$ cat config.mk
export PLATFORM = sky130hd
export DESIGN_NAME = lock_key_loader
export DESIGN_NICKNAME = d
export VERILOG_FILES = /design/src/rtl/lock_key_loader.sv
export SDC_FILE = /design/constraint.sdc
export NUM_CORES = 1
export LEC_CHECK = 0
export ABC_AREA = 1
export CAP_MARGIN = 0
export CORE_AREA = 2 2 120 122
export DETAILED_ROUTE_END_ITERATION = 10
export DIE_AREA = 0 0 122 124
export PLACE_DENSITY = 0.82
export SLEW_MARGIN = 5
export SYNTH_ARGS = -nofsm -noshare
export SYNTH_HDL_FRONTEND = slang
export SYNTH_SLANG_ARGS = --single-unit
$ cat constraint.sdc
create_clock -name clk -period 2.5 [get_ports clk]
set_input_delay 0.375 -clock clk [delete_from_list [all_inputs] [get_ports clk]]
set_output_delay 0.375 -clock clk [all_outputs]
set_load 0.05 [all_outputs]
$ cat src/rtl/lock_key_loader.sv
// Serially loads a locked-netlist key plus XOR-fold checksum, arms it only when the checksum matches.
// Latency: CHECK occupies one cycle after the last checksum bit; arm or fail takes effect on the edge leaving it.
// Backpressure: bit_ready_o high only while shifting key/checksum bits; bits without ready are ignored.
module lock_key_loader #(
    parameter int               KEY_W     = 64,
    parameter int               CHK_W     = 8,
    parameter int               MAX_FAIL  = 3,
    parameter logic [KEY_W-1:0] DECOY_KEY = '0
) (
    input  logic             clk,
    input  logic             rst_n,
    input  logic             start_i,
    input  logic             bit_valid_i,
    input  logic             bit_i,
    input  logic             clear_i,
    output logic             bit_ready_o,
    output logic [KEY_W-1:0] keyinput_o,
    output logic             key_armed_o,
    output logic             busy_o,
    output logic             fail_o,
    output logic [1:0]       fail_cnt_o,
    output logic             lockout_o
);

    typedef enum logic [2:0] {
        S_IDLE,
        S_SHIFT_KEY,
        S_SHIFT_CHK,
        S_CHECK,
        S_ARMED,
        S_LOCKOUT
    } state_t;

    localparam int         NSLICE   = KEY_W / CHK_W;
    localparam logic [6:0] KEY_LAST = 7'(KEY_W - 1);
    localparam logic [6:0] TOT_LAST = 7'(KEY_W + CHK_W - 1);

    state_t             state_q, state_d;
    logic [KEY_W-1:0]   stage_q;
    logic [CHK_W-1:0]   chk_q;
    logic [CHK_W-1:0]   chk_calc;
    logic [KEY_W-1:0]   key_q;
    logic [6:0]         cnt_q;
    logic [1:0]         fail_cnt_q;
    logic [1:0]         fail_inc;
    logic               fail_q;
    logic               accept;
    logic               chk_ok;

    always_comb begin
        chk_calc = '0;
        for (int s = 0; s < NSLICE; s++) begin
            chk_calc = chk_calc ^ stage_q[s*CHK_W +: CHK_W];
        end
    end

    assign chk_ok      = (chk_q == chk_calc);
    assign fail_inc    = (fail_cnt_q == 2'd3) ? 2'd3 : fail_cnt_q + 2'd1;
    assign bit_ready_o = (state_q == S_SHIFT_KEY) || (state_q == S_SHIFT_CHK);
    assign accept      = bit_valid_i && bit_ready_o;
    assign busy_o      = bit_ready_o || (state_q == S_CHECK);
    assign key_armed_o = (state_q == S_ARMED);
    assign lockout_o   = (state_q == S_LOCKOUT);
    // Staging never reaches the key bus; only the verified copy does, and only while armed.
    assign keyinput_o  = key_armed_o ? key_q : DECOY_KEY;
    assign fail_o      = fail_q;
    assign fail_cnt_o  = fail_cnt_q;

    always_ff @(posedge clk or negedge rst_n) begin
        if (!rst_n) begin
            state_q <= S_IDLE;
        end else begin
            state_q <= state_d;
        end
    end

    always_comb begin
        state_d = state_q;
        unique case (state_q)
            S_IDLE: begin
                if (start_i) state_d = S_SHIFT_KEY;
            end
            S_SHIFT_KEY: begin
                if (clear_i)                             state_d = S_IDLE;
                else if (accept && cnt_q == KEY_LAST)    state_d = S_SHIFT_CHK;
            end
            S_SHIFT_CHK: begin
                if (clear_i)                             state_d = S_IDLE;
                else if (accept && cnt_q == TOT_LAST)    state_d = S_CHECK;
            end
            S_CHECK: begin
                if (clear_i)                                     state_d = S_IDLE;
                else if (chk_ok)                                 state_d = S_ARMED;
                else if ({30'd0, fail_inc} == 32'(MAX_FAIL))     state_d = S_LOCKOUT;
                else                                             state_d = S_IDLE;
            end
            S_ARMED: begin
                if (clear_i) state_d = S_IDLE;
            end
            S_LOCKOUT: begin
                state_d = S_LOCKOUT;
            end
            default: state_d = S_IDLE;
        endcase
    end

    always_ff @(posedge clk or negedge rst_n) begin
        if (!rst_n) begin
            stage_q    <= '0;
            chk_q      <= '0;
            cnt_q      <= '0;
            key_q      <= '0;
            fail_cnt_q <= '0;
            fail_q     <= 1'b0;
        end else begin
            fail_q <= 1'b0;
            // Any return to IDLE (abort, fail, disarm) discards whatever was staged.
            if (state_d == S_IDLE) begin
                stage_q <= '0;
                chk_q   <= '0;
                cnt_q   <= '0;
            end else if (accept) begin
                cnt_q <= cnt_q + 7'd1;
                if (state_q == S_SHIFT_KEY) begin
                    stage_q <= {bit_i, stage_q[KEY_W-1:1]};
                end else begin
                    chk_q <= {bit_i, chk_q[CHK_W-1:1]};
                end
            end

            if (state_q == S_CHECK && !clear_i) begin
                if (chk_ok) begin
                    key_q <= stage_q;
                end else begin
                    fail_q     <= 1'b1;
                    fail_cnt_q <= fail_inc;
                end
            end

            if (state_q == S_ARMED && clear_i) begin
                key_q <= '0;
            end
        end
    end

endmodule

==> impl_metrics.json <==
{
  "min_path_type": "input pin to asynchronous set/reset pin",
  "cts_buffer_depth": 2,
  "power_density_nw_per_um2": 646,
  "ys_ff_latch": 149,
  "die_height_microns": 124,
  "clockRootBuffer": "clkbuf_16",
  "layout_commonest_cell": "nand2_1",
  "slew-limit-headroom_pct": 66.6,
  "max_freq_ghz": 0.427,
  "slowest_delay_ns": 0.40,
  "synth_edf_count": 0,
  "drt_pre_antenna_iters": 5,
  "first_global_vias": 6213,
  "synth_area_leaders": "dfrtp_1 (50%), nand2_1 (14%), nor2_1 (8.0%)",
  "grt_pass1_wl_mm": 28.7,
  "fin_crit_ns": 2.34,
  "vdd_drop_max_mv": 0.392,
  "routed_via_density": 5.17,
  "dp.cells": 1227,
  "synth-async-reset-ratio_pct": 100,
  "path_clk_slew_ns": 0.06,
  "hpwl_mm": 11.8,
  "vias": 6520,
  "post_synth_num_cell_types": 28,
  "fin_nets": 1075,
  "grt.overflow.total": 0,
  "syn_to_final_growth_pct": 26.9,
  "tightest_slew_ns": 0.499,
  "cp_common_cell": "nand2_1",
  "cts_sinks": 149,
  "crit_start": "stage_q[12]",
  "stdcell_count": 1260,
  "wirelength_mm": 17.3,
  "die_w_microns": 122,
  "io_buffers": 76,
  "synth_area_sq_um": 7470,
  "antenna_found_initial": 0,
  "r2r-start": "stage_q[12]",
  "dieArea_sq_um": 15100,
  "skew_ns": 0.00784,
  "crit_type": "flip-flop to flip-flop",
  "fin_crit_sh_pct": 93.7,
  "final_cell_mix": "nand2_1 (267), nor2_1 (158), inv_1 (152)",
  "ys_seq_area_share_pct": 49.9,
  "status": "complete, no violations",
  "synth_nets": 1008,
  "layout-drive-gt1-share_pct": 13.1,
  "initial_core_util_pct": 54.4,
  "hold_viol_final": 0,
  "critPathSlowestCell": "dfrtp_1",
  "track_usage_pct": 24.2,
  "synthCells": 1001,
  "cts_tree": "yes",
  "ioPinCount": 77,
  "place_congestion": 0.909,
  "r2r_slack_ns": 0.16,
  "clk_latency_ns": 0.42,
  "cap_viol_max_count": 0,
  "arrival_ns": 2.65,
  "avgSynthCellArea_sq_um": 7.46,
  "synth_top_cell_area_share_pct": 49.9,
  "synth.largest_area_cell": "dfrtp_1",
  "rsz0062_at_grt": "no",
  "start_kind": "flip-flop",
  "grt_max_degree": 122,
  "route.detailed.drc": 0,
  "antenna_cells": 0,
  "cp_cell_sequence": "inv_1, nand2_1, nand2_1, nand3_1, nand2_1, nand3_1, nand2_1, nand2_1, nor2_1, nand2_1, nand2_1, nand2_2, nor2_4, clkbuf_16, nor2_1",
  "finalMaxSlewViolations": 0,
  "ant_nets": 0,
  "synth_ff_type": "dfrtp_1",
  "end_kind": "flip-flop",
  "critical_path_required_ns": 2.81,
  "setup_viol": 0,
  "cts_inserted_buffers": 17,
  "cp_max_fo": 23,
  "leakage_nw": 5.02,
  "fin_setup_tns_ns": 0,
  "coreArea_sq_um": 13700,
  "crit_buf_inv": 2,
  "first_iter_violations": 504,
  "post_cts_buffers": 0,
  "routedWlPerCell_microns": 13.8,
  "rows": 43,
  "htreeDepth": 4,
  "cp_top_family": "simple AND/OR/NAND/NOR gates",
  "ys_warn_count": 0
}
==> report_power, final <==
part / internal, mW / switching (mW)
clock network: 1.49 / 0.975
registers: 2.54 / 0.115
logic: 0.331 / 0.666
total: 4.36 / 1.76
==> repair_timing <==
| item | 4_1_cts | 5_1_grt |
|---|---|---|
| hold buffers | 1 | 0 |
| endpoints found under the setup margin | 0 | 41 |
| gates resized for setup | 0 | 3 |
| hold endpoints to repair | 45 | 0 |
==> final cells by class <==
cell class / count / area (sq um)
inverters: 157 / 589
repair buffers: 93 / 1390
well taps: 180 / 225
multi-input cells: 650 / 2970
fillers: 1045 / 4240
clock buffers: 20 / 447
clock inverters: 11 / 129
flip-flops and latches: 149 / 3730
==> final timing paths <==
| check | endpoint | cells past startpoint |
|---|---|---|
| worst max-delay path | chk_q[4] | 15 |
| worst min-delay path | stage_q[19] | 2 |
| worst max register to register | chk_q[4] | 15 |
| worst min register to register | key_q[38] | 2 |
| max in group asynchronous | key_q[13] | 3 |
| min in group clk | key_q[38] | 2 |
==> worst reg2reg max path: cells and delay by family, from the launching register on <==
family	cells	cell delay [ns]
simple gates	13	1.46
buf+inv	2	0.37
flops	1	0.40
==> stage by stage <==
step / cell area, sq um / utilization (%) / hold WS, ns / power (mW) / worst slack [ns]
finish: 9480 / 69.1 / 0.467 / 6.12 / 0.159
global route: 9480 / 69.1 / 0.494 / 6.41 / 0.0172
CTS: 9440 / 68.8 / 0.482 / 6.12 / 0.0335
detailed placement: 8860 / 64.6 / 0.340 / 3.65 / 0.173
global placement: 8860 / 64.6 / 0.339 / 3.61 / 0.241
floorplan: 7470 / - / 0.0794 / 3.37 / 0.374
==> registers in the layout (all words and copies together) (netlist names) <==
register,flops
chk_q,8
key_q,64
stage_q,64
state_q,3
fail_cnt_o,2
fail_o,1
cnt_q,7
==> per-layer routing <==
layer	up-vias	wire length (microns)	global-route usage (%)
li1	3207	-	-
met1	3061	7160	30.4
met2	210	8690	41.3
met3	42	954	4.21
met4	0	543	10.6
met5	-	0	0
==> Yosys cell counts, types with 2 or more instances <==
cell type / number
a21oi_1: 8
buf_2: 13
clkbuf_1: 29
dfrtp_1: 149
inv_1: 152
inv_2: 5
mux2i_1: 10
nand2_1: 269
nand2_2: 2
nand2_4: 2
nand3_1: 68
nand3_2: 2
nand3b_1: 2
nor2_1: 159
nor2_2: 12
o21ai_0: 58
o22ai_1: 34
xnor2_1: 10
xor2_1: 8
==> kinds of logic after synthesis <==
logic type                 after synthesis  synth area share [%]
and+or+nand+nor                        519                  28.3
buffers and inverters                  202                  10.6
DFF                                    149                  49.9
AOI/OAI and AO/OA                      102                  7.49
xor gates and xnor gates                18                  2.11
muxes                                   10                  1.34
adders and majority gates                1                 0.168
Power figures use the tool's default switching activity.
